[src/rtl/dice_roll_engine.sv]
// Dice roll engine: debounced die-select buttons, free-running LFSR face
// source and a small sequencer that sums one or more dice of the chosen type.
//
// state    | meaning
// ---------+-----------------------------------------------------------
// S_IDLE   | waiting for a debounced press; latches channel, sides, count, mode
// S_DRAW   | take a raw value (LFSR low byte, or S-1 in test mode)
// S_REDUCE | subtract S until the value is below S (one subtraction per cycle)
// S_ACCUM  | add face (value+1) to the running sum, count the die off
// S_DONE   | publish result/die_sel, pulse result_valid
module dice_roll_engine #(
  parameter int                 N_DIE           = 6,
  parameter logic [8*N_DIE-1:0] SIDES           = {8'd20, 8'd12, 8'd10, 8'd8, 8'd6, 8'd4},
  parameter int                 MAX_DICE        = 4,
  parameter int                 DEBOUNCE_CYCLES = 500000,
  parameter int                 RESULT_W        = 8,
  localparam int                CH_W            = (N_DIE > 1) ? $clog2(N_DIE) : 1
) (
  input  logic                clk,
  input  logic                reset_n,
  input  logic [N_DIE-1:0]    button,
  input  logic [2:0]          dice_count,
  input  logic                switch_test,
  output logic                busy,
  output logic [RESULT_W-1:0] result,
  output logic                result_valid,
  output logic [CH_W-1:0]     die_sel
);

  localparam int               CNT_W   = $clog2(DEBOUNCE_CYCLES + 1);
  localparam int               REM_W   = $clog2(MAX_DICE + 1);
  localparam logic [CNT_W-1:0] CNT_MAX = CNT_W'(DEBOUNCE_CYCLES);
  localparam logic [CNT_W-1:0] CNT_ONE = CNT_W'(1);
  localparam logic [REM_W-1:0] REM_ONE = REM_W'(1);

  typedef enum logic [2:0] {S_IDLE, S_DRAW, S_REDUCE, S_ACCUM, S_DONE} state_t;

  logic [1:0]          rst_pipe_q;
  logic                rst_int_n;
  logic [N_DIE-1:0]    meta_q, sync_q, acc_q, press_q;
  logic [CNT_W-1:0]    cnt_q [N_DIE];
  logic [15:0]         lfsr_q;
  state_t              state_q, state_d;
  logic [CH_W-1:0]     ch_q, ch_d, ch_pick;
  logic [7:0]          s_q, s_d, r_q, r_d;
  logic [REM_W-1:0]    rem_q, rem_d, n_dice;
  logic                test_q, test_d;
  logic [RESULT_W-1:0] sum_q, sum_d, result_q, result_d;
  logic [CH_W-1:0]     die_sel_q, die_sel_d;

  // Reset sync: asserts immediately, releases two clocks after reset_n rises.
  always_ff @(posedge clk or negedge reset_n) begin
    if (!reset_n) rst_pipe_q <= 2'b00;
    else          rst_pipe_q <= {rst_pipe_q[0], 1'b1};
  end
  assign rst_int_n = rst_pipe_q[1];

  // Button synchroniser, debounce counters and rising-edge press pulses.
  always_ff @(posedge clk or negedge rst_int_n) begin
    if (!rst_int_n) begin
      meta_q  <= '0;
      sync_q  <= '0;
      acc_q   <= '0;
      press_q <= '0;
      for (int i = 0; i < N_DIE; i++) cnt_q[i] <= '0;
    end else begin
      meta_q  <= button;
      sync_q  <= meta_q;
      press_q <= '0;
      for (int i = 0; i < N_DIE; i++) begin
        if (sync_q[i] != acc_q[i]) begin
          if (cnt_q[i] == CNT_MAX) begin
            acc_q[i]   <= sync_q[i];
            press_q[i] <= sync_q[i];
            cnt_q[i]   <= '0;
          end else begin
            cnt_q[i] <= cnt_q[i] + CNT_ONE;
          end
        end else begin
          cnt_q[i] <= '0;
        end
      end
    end
  end

  // Free-running Fibonacci LFSR, x^16+x^14+x^13+x^11+1.
  always_ff @(posedge clk or negedge rst_int_n) begin
    if (!rst_int_n) lfsr_q <= 16'hACE1;
    else            lfsr_q <= {lfsr_q[14:0], lfsr_q[15] ^ lfsr_q[13] ^ lfsr_q[12] ^ lfsr_q[10]};
  end

  // Lowest-numbered pressed channel wins.
  always_comb begin
    ch_pick = '0;
    for (int i = N_DIE - 1; i >= 0; i--) begin
      if (press_q[i]) ch_pick = CH_W'(i);
    end
  end

  // Dice count: 0 means one die, anything above MAX_DICE clamps.
  always_comb begin
    n_dice = REM_W'(MAX_DICE);
    if (dice_count == 3'd0)                n_dice = REM_ONE;
    else if (int'(dice_count) <= MAX_DICE) n_dice = REM_W'(dice_count);
  end

  // Sequencer state and datapath registers.
  always_ff @(posedge clk or negedge rst_int_n) begin
    if (!rst_int_n) begin
      state_q   <= S_IDLE;
      ch_q      <= '0;
      s_q       <= '0;
      r_q       <= '0;
      rem_q     <= '0;
      test_q    <= 1'b0;
      sum_q     <= '0;
      result_q  <= '0;
      die_sel_q <= '0;
    end else begin
      state_q   <= state_d;
      ch_q      <= ch_d;
      s_q       <= s_d;
      r_q       <= r_d;
      rem_q     <= rem_d;
      test_q    <= test_d;
      sum_q     <= sum_d;
      result_q  <= result_d;
      die_sel_q <= die_sel_d;
    end
  end

  // Next-state and datapath updates; result is loaded on the way into DONE
  // so it is already stable while result_valid is high.
  always_comb begin
    state_d   = state_q;
    ch_d      = ch_q;
    s_d       = s_q;
    r_d       = r_q;
    rem_d     = rem_q;
    test_d    = test_q;
    sum_d     = sum_q;
    result_d  = result_q;
    die_sel_d = die_sel_q;
    unique case (state_q)
      S_IDLE: begin
        if (|press_q) begin
          ch_d    = ch_pick;
          s_d     = SIDES[int'(ch_pick)*8 +: 8];
          rem_d   = n_dice;
          test_d  = switch_test;
          sum_d   = '0;
          state_d = S_DRAW;
        end
      end
      S_DRAW: begin
        r_d     = test_q ? (s_q - 8'd1) : lfsr_q[7:0];
        state_d = S_REDUCE;
      end
      S_REDUCE: begin
        if (r_q >= s_q) r_d = r_q - s_q;
        else            state_d = S_ACCUM;
      end
      S_ACCUM: begin
        sum_d = sum_q + RESULT_W'(r_q) + RESULT_W'(1);
        rem_d = rem_q - REM_ONE;
        if (rem_q == REM_ONE) begin
          result_d  = sum_d;
          die_sel_d = ch_q;
          state_d   = S_DONE;
        end else begin
          state_d = S_DRAW;
        end
      end
      S_DONE:  state_d = S_IDLE;
      default: state_d = S_IDLE;
    endcase
  end

  assign busy         = (state_q != S_IDLE);
  assign result_valid = (state_q == S_DONE);
  assign result       = result_q;
  assign die_sel      = die_sel_q;

endmodule

[config.mk]
export PLATFORM = sky130hd
export DESIGN_NAME = dice_roll_engine
export DESIGN_NICKNAME = d
export VERILOG_FILES = /design/src/rtl/dice_roll_engine.sv
export SDC_FILE = /design/constraint.sdc
export NUM_CORES = 1
export LEC_CHECK = 0
export CORE_MARGIN = 5
export CORE_UTILIZATION = 55
export CTS_BUF_LIST = sky130_fd_sc_hd__clkbuf_4 sky130_fd_sc_hd__clkbuf_8
export DETAILED_ROUTE_END_ITERATION = 10
export GPL_ROUTABILITY_DRIVEN = 1
export PLACE_DENSITY = 0.72
export SYNTH_ARGS = -nofsm -noshare
export SYNTH_HDL_FRONTEND = slang
export SYNTH_SLANG_ARGS = --single-unit
[constraint.sdc]
create_clock -name clk -period 18 [get_ports clk]
set_input_delay 3.6 -clock clk [delete_from_list [all_inputs] [get_ports clk]]
set_output_delay 3.6 -clock clk [all_outputs]
set_load 0.1 [all_outputs]
Word level (Yosys, flattened, before mapping)
Cells that the tools add are included.
{"block": "totals", "reg_bits": 201, "input_bits": 12, "output_inout_bits": 13, "elab_cells": 123}
{"block": "classes", "n_addsub": 11, "n_lt_le_gt_ge": 2, "eq_ne": 20, "shift": 1, "mux": 43, "bitwise_logic": 3, "reduce_logical": 17}
{"op": "$mux 19", "n": 12}
{"op": "$add 19x1->19 const B", "n": 6}
{"op": "$eq 19x19->1 const B", "n": 6}
{"op": "$shiftx 48x7->8 const A", "n": 1}
{"op": "$mux 3", "n": 12}
{"op": "$pmux 8 s2", "n": 2}
{"op": "$mux 8", "n": 3}
{"op": "$reduce_and 2->1", "n": 11}
{"op": "$mux 1", "n": 12}
{"op": "$pmux 3 s4", "n": 1}
{"op": "$add 8x1->8 const B", "n": 1}
{"op": "$add 8x8->8", "n": 1}
{"op": "$ge 8x8->1", "n": 1}
{"op": "$sub 8x1->8 const B", "n": 1}
{"op": "$sub 8x8->8", "n": 1}
{"op": "$eq 3x1->1 const B", "n": 2}
{"op": "$eq 3x2->1 const B", "n": 2}
{"op": "$logic_not 3->1", "n": 2}
{"op": "$ne 1x1->1", "n": 6}
{"op": "$ne 2x2->1 const B", "n": 3}
{"op": "$pmux 3 s2", "n": 1}
{"op": "$reduce_or 6->1", "n": 1}
{"op": "$reduce_bool 2->1", "n": 2}
{"op": "$eq 3x3->1 const B", "n": 1}
{"op": "other kinds (4)", "n": 6}

Depth between registers and ports, before layout
Gate-level depths: netlist of run 1.
{"block": "depth", "word_depth": 7, "ltp_mapped": 9, "mapped_depth_nobuf": 9}

Worst setup path after synthesis of run 1
No wires, ideal clock.
{"block": "synth_path", "kind": "register -> output", "from": "register state_q[0]", "to": "output result_valid", "arrival_ns": 2.557, "required_ns": 14.400, "setup_slack_ns": 11.843, "path_stages_with_launch": 3, "path_buffers": 1, "cell_sequence": "dfrtp_1 clkbuf_1 nor3_1"}
{"block": "synth_between", "elab_chain_cells": 1}
{"element": "start, declared", "line": "43", "source": "state_t state_q, state_d;"}
{"element": "start signal, assigned", "line": "120", "source": "state_q <= state_d;"}
{"element": "$eq 3x3->1", "line": "180", "source": "assign result_valid = (state_q == S_DONE);"}
{"element": "end, declared", "line": "26", "source": "output logic result_valid,"}
Every way passes these cells.

Final worst setup path of run 1
{"block": "layout_path", "from": "register state_q[0]", "to": "output busy"}
{"block": "layout_between", "elab_chain_cells": 1}
{"element": "$reduce_bool 3->1", "line": "179", "source": "assign busy = (state_q != S_IDLE);"}
{"element": "end, declared", "line": "24", "source": "output logic busy,"}
Every way passes these cells.

==> results.yml, run 1 <==
status:
  run_status: "finished clean"
worst_setup_path:
  path_class: "reg2out"
  cp-end-kind: "output pin"
  rr_worst_depth: 6
  cpPeakStageDelay_ps: 990
  crit_arrival_ps: 2530
  required_ps: 14400
  critPathBufInv: 2
  crit_start: "state_q[0]"
  cp-start-kind: "flop"
  r2r-end: "r_q[1]"
  r2r_start: "s_q[4]"
  reg2reg_slack_ps: 15670
  cpMaxStageDelayCell: "clkdlybuf4s50_1"
  path_max_fanout: 9
  crit_family: "buffers and inverters"
  crit_chain: "nor3_1 -> inv_1 -> clkdlybuf4s50_1"
floorplan:
  dieArea_um2: 19600
  rows: 47
  io_pins: 25
  initial_utilization_pct: 56.2
  fp.dieH_um: 140
  die_width_um: 140
  fp.coreArea_um2: 16600
synth:
  synthMuxAreaShare_pct: 1.65
  avgSynthCellArea_um2: 10.3
  syn-cell-area_um2: 9320
  ys_types: 60
  synth_top_family_by_area: "simple AND/OR/NAND/NOR gates"
  yosysWarnings: 0
  synth-main-ff-cell: "dfrtp_1"
  synth_seq_cells: 197
  synth_xor_area_share_pct: 11.1
  synthCells: 901
  synthArstFlopShare_pct: 100
  synth_edf_count: 0
  synth_compound_gate_area_share_pct: 6.39
  synthAdderAreaFrac_pct: 4.06
  synthSimpleGateAreaFrac_pct: 21.1
  ys_seq_area_share_pct: 53.0
clock_tree:
  clk_latency_ps: 460
  cts-root-buf: "clkbuf_8"
  ctsResizeCount: 0
  cts_buffer_depth: 2
  cts_setup_buffers: 0
  cts_tree: "done"
  cts_sinks: 197
  h-tree-depth: 4
  ctsHoldBuffers: 0
  clk_pin_slew_ps: 100
  cts_buffers: 17
finish:
  drive_gt1_share_pct: 7.30
  fillers: 1419
  register_area_um2: 4940
  multi_input_area_um2: 4140
  final_nets: 973
  diodes: 0
  area_growth_syn_to_layout_pct: 9.03
grt:
  grt_max_degree: 86
  antenna_found_initial: 0
  grt_usage_pct: 17.1
  grt_pass1_vias: 5981
  overflow: 0
  grt_pass1_wl_um: 28100
power_and_ir_drop:
  clkPwrFrac_pct: 25.7
  cellInternalPower_mw: 0.713
  switchingPower_mw: 0.388
  p_leak_nw: 4.55
  p_sw_share_pct: 35.2
  vdd_drop_max_uv: 110
  powerDensity_nw_per_um2: 108
  power_frac_seq_pct: 46.3
  combPwrFrac_pct: 28.0
place:
  dp_hpwl_um: 10700
  place_congestion: 0.805
  io_buffers: 24
  post-place-ws_ps: 12350
drt:
  dr.pass1.iters: 4
  ant_nets: 0
  finalWirelength_um: 15800
  wl_per_cell_um: 13.5
  drc_errors: 0
  drtIter0Drc: 310
  via_per_inst: 5.36
  dr_total_vias: 6239
timing:
  tns_ps: 0
  worst_slack_ps: 11870
  max_freq_mhz: 163
  maxSlewViolCount: 0
  final-setup-viol-count: 0
  slew_headroom_pct: 31.0
  worstMarginPinSlew_ps: 1030
  grt_setup_unrepaired: "false"
  finClkSkew_ps: 10.8
  fin_crit_sh_pct: 34.0
  hold_viol: 0
  min_period_ps: 6130
hold_path:
  hp-class: "reg2async"
job:
  maxCapViolCount: 0
[cell usage in the layout, fill, tap and decap left out, types with 12 or more instances in the layout]
master and count:
nor2_1 149, nand3_1 51, inv_1 39, dfrtp_1 188
xnor2_1 52, nor3_1 19, clkdlybuf4s50_1 24, nand4_1 22
nand2_1 71, o21ai_0 32, clkbuf_8 17, and3_1 25
xor2_1 66, ha_1 27, a21oi_1 12
[synth_stat cells (all sizes together) (5+ instances only)]
library cell / count / area share (%)
nor4b: 6 / 0.56
nand3: 51 / 2.7
nor3b: 7 / 0.62
o211ai: 5 / 0.46
and3: 25 / 1.7
xor2: 66 / 6.2
nor3: 19 / 1.0
nor2b: 5 / 0.34
nand4: 22 / 1.5
o21ai: 33 / 1.8
or4: 7 / 0.64
buf: 9 / 0.75
dfrtp: 189 / 51
inv: 39 / 1.6
xnor2: 52 / 4.9
mux2: 11 / 1.3
dfstp: 8 / 2.3
clkbuf: 7 / 0.28
nor4: 10 / 0.74
a21o: 5 / 0.40
nand2b: 6 / 0.40
and4: 11 / 1.0
ha: 27 / 3.6
nand2: 74 / 3.1
a21oi: 12 / 0.64
nor2: 149 / 6.0
[how the worst max path moves through the flow]
| stage | endpoint | slack (ps) | depth (start not counted) |
|---|---|---|---|
| 6_report | busy | 11870 | 3 |
| 3_3_place_gp | busy | 12390 | 3 |
| 5_1_grt | busy | 11690 | 3 |
| 3_5_place_dp | busy | 12350 | 3 |
| 2_1_floorplan | result_valid | 11840 | 2 |
| 4_1_cts | busy | 11820 | 3 |
[routing by layer]
metal / vias to the layer above / track usage, % / part of all wire (%)
met2: 52 / 27.4 / 48
li1: 3141 / - / -
met4: 0 / 4.84 / 1.2
met1: 3032 / 23.8 / 49
met5: - / 0 / 0
met3: 14 / 3.68 / 2.2
[area by class of cell]
type                    instances  area share (%)
clock inverters                14            1.48
flip-flops and latches        197            48.7
clock buffers                  18            2.38
inverters                      39            1.44
multi-input cells             650            40.7
repair buffers                 27            2.59
well taps                     220            2.71
[worst reg2reg max path, stage by stage (launching register included)]
cell	delay, ps
dfrtp_1	410
inv_1	80
ha_1	250
or4_4	550
a2111oi_4	350
o21ai_2	250
mux2_2	330
[flip-flops by register name, indices dropped and copies added (netlist names), 6 cells and up]
| name | count |
|---|---|
| result | 8 |
| acc_q | 6 |
| sync_q | 6 |
| meta_q | 6 |
| press_q | 6 |
| cnt_q | 114 |
| sum_q | 8 |
| r_q | 8 |
| lfsr_q | 16 |
[stage by stage]
stage	instances	utilization (%)	area, µm²	hold slack [ps]	total power, mW
after floorplan	902	-	9320	331	0.764
after global placement	1133	58.9	9760	332	0.820
after detailed placement	1133	58.9	9760	331	0.827
after CTS	1165	61.2	10200	343	1.11
after global routing	1165	61.2	10200	369	1.17
final	1165	61.2	10200	311	1.10
[power by group through the flow]
stage	clock network (mW)	registers, mW	logic, mW
after floorplan	0	0.565	0.199
after global placement	0	0.517	0.303
after detailed placement	0	0.519	0.309
after CTS	0.293	0.510	0.310
after global routing	0.310	0.516	0.341
final	0.283	0.510	0.308
[cell families (layout without fill, tap and decap cells)]
family                     count (synthesis)  after routing
and+or+nand+nor                          401            401
DFF                                      197            197
xor gates and xnor gates                 118            118
AOI/OAI and AO/OA                         86             86
buffers and inverters                     55             98
adders and majority gates                 29             29
muxes                                     14             14
other                                      1              2
No activity file was read; power rests on OpenSTA's default activity.
==> run 2, diff against run 1 <==
--- a/config.mk
+++ b/config.mk
@@ -10,7 +10,7 @@
 export CTS_BUF_LIST = sky130_fd_sc_hd__clkbuf_4 sky130_fd_sc_hd__clkbuf_8
 export DETAILED_ROUTE_END_ITERATION = 10
 export GPL_ROUTABILITY_DRIVEN = 1
-export PLACE_DENSITY = 0.72
+export PLACE_DENSITY = 0.75
 export SYNTH_ARGS = -nofsm -noshare
 export SYNTH_HDL_FRONTEND = slang
 export SYNTH_SLANG_ARGS = --single-unit
==> constraint.sdc (replaced) <==
create_clock -name clk -period 5.3 [get_ports clk]
set_input_delay 1.06 -clock clk [delete_from_list [all_inputs] [get_ports clk]]
set_output_delay 1.06 -clock clk [all_outputs]
set_load 0.1 [all_outputs]
==> run 2 against run 1 <==
Against the previous run: worst setup slack got worse by 10000 ps; highest routed layer unchanged; cell count fell by 0.26%; flip-flop and latch count did not move; clock power rose to 3.4 times the previous value; sequential share of layout area barely moved.
==> results.yml, run 2 (synthesis results as in run 1) <==
drt:
  dr_total_vias: 6260
  wl_per_cell_um: 13.9
  drtIter0Drc: 302
  drc_errors: 0
  via_per_inst: 5.39
  ant_nets: 0
  finalWirelength_um: 16100
  dr.pass1.iters: 4
place:
  place_inst: 1131
  io_buffers: 24
  post-place-ws_ps: 2130
  place_congestion: 0.807
  dp_hpwl_um: 10900
finish:
  top_regs: "cnt_q (114), lfsr_q (16)"
  diodes: 0
  final_cell_mix: "dfrtp_1, nor2_1, nand2_1"
  fillers: 1403
  area_growth_syn_to_layout_pct: 8.97
  drive_gt1_share_pct: 7.01
  final_util_pct: 61.2
  register_area_um2: 4940
  multi_input_area_um2: 4140
  final_common_cell: "dfrtp_1"
  largest_reg_flops: 114
  final_nets: 971
  largest-register: "cnt_q"
  fin_cells: 1162
timing:
  tns_ps: 0
  grt_setup_unrepaired: "false"
  hold_viol: 0
  max_freq_mhz: 274
  min_period_ps: 3650
  slew_headroom_pct: 31.1
  final-setup-viol-count: 0
  fin_crit_sh_pct: 68.9
  maxSlewViolCount: 0
  finClkSkew_ps: 12.8
  worst_slack_ps: 1650
  worstMarginPinSlew_ps: 1030
power_and_ir_drop:
  p_sw_share_pct: 35.4
  p_leak_nw: 4.53
  p_total_mw: 3.75
  cellInternalPower_mw: 2.42
  vdd_drop_max_uv: 287
  powerDensity_nw_per_um2: 370
  switchingPower_mw: 1.33
  combPwrFrac_pct: 27.8
  clkPwrFrac_pct: 25.9
  power_frac_seq_pct: 46.3
status:
  run_status: "finished clean"
worst_setup_path:
  path_class: "reg2out"
  crit_arrival_ps: 2590
  crit_chain: "nor3_1 -> inv_1 -> clkdlybuf4s50_1"
  path_max_fanout: 9
  critPathBufInv: 2
  cp-start-kind: "flop"
  reg2reg_slack_ps: 2910
  cp-end-kind: "output pin"
  cpPeakStageDelay_ps: 1000
  required_ps: 4240
  crit_family: "buffers and inverters"
  cpMaxStageDelayCell: "clkdlybuf4s50_1"
job:
  maxCapViolCount: 0
floorplan:
  io_pins: 25
  fp.coreArea_um2: 16600
  fp.dieH_um: 140
  die_width_um: 140
  rows: 47
  dieArea_um2: 19600
  initial_utilization_pct: 56.2
grt:
  overflow: 0
  grt_pass1_wl_um: 28500
  grt_usage_pct: 17.4
  grt_pass1_vias: 6146
  antenna_found_initial: 0
  grt_max_degree: 114
clock_tree:
  cts-root-buf: "clkbuf_8"
  clk_pin_slew_ps: 100
  cts_tree: "done"
  ctsHoldBuffers: 0
  cts_buffer_depth: 2
  cts_setup_buffers: 0
  ctsResizeCount: 0
  cts_buffers: 17
  h-tree-depth: 4
  clk_latency_ps: 470
  cts_sinks: 197
hold_path:
  hp-class: "reg2reg"
## run 2: stage by stage
stage	instance area, µm²	hold WS (ps)
after floorplan	9320	331
after global placement	9760	332
after global routing	10200	371
after detailed placement	9760	336
final	10200	357
after CTS	10200	360
## run 2: final cells by class
cell class / instances / area share (%)
well taps: 220 / 2.71
flip-flops and latches: 197 / 48.7
inverters: 39 / 1.44
clock inverters: 13 / 1.45
clock buffers: 18 / 2.38
multi-input cells: 650 / 40.7
repair buffers: 25 / 2.56
## run 2: worst paths after layout
check	start	end	depth (start not counted)
max	state_q[0]	busy	3
min	meta_q[3]	sync_q[3]	0
max reg2reg	press_q[0]	sum_q[7]	5
min reg2reg	meta_q[3]	sync_q[3]	0
max in group asynchronous	rst_pipe_q[1]	cnt_q[76]	1
min in group asynchronous	rst_pipe_q[1]	meta_q[4]	0
## run 2: layer usage
| layer | part of all wire, % | vias up | GRT usage [%] | wire length, µm |
|---|---|---|---|---|
| li1 | - | 3130 | - | - |
| met5 | 0 | - | 0 | 0 |
| met3 | 2.0 | 20 | 3.00 | 324 |
| met1 | 49 | 3064 | 23.8 | 7950 |
| met2 | 47 | 46 | 28.4 | 7610 |
| met4 | 1.4 | 0 | 6.12 | 233 |
## run 2: power groups by stage
stage / Combinational [mW] / Sequential (mW) / Clock (mW)
2_1_floorplan: 0.676 / 1.92 / 0
3_3_place_gp: 1.02 / 1.76 / 0
3_5_place_dp: 1.05 / 1.77 / 0
4_1_cts: 1.05 / 1.74 / 0.998
5_1_grt: 1.15 / 1.76 / 1.06
6_report: 1.04 / 1.74 / 0.972
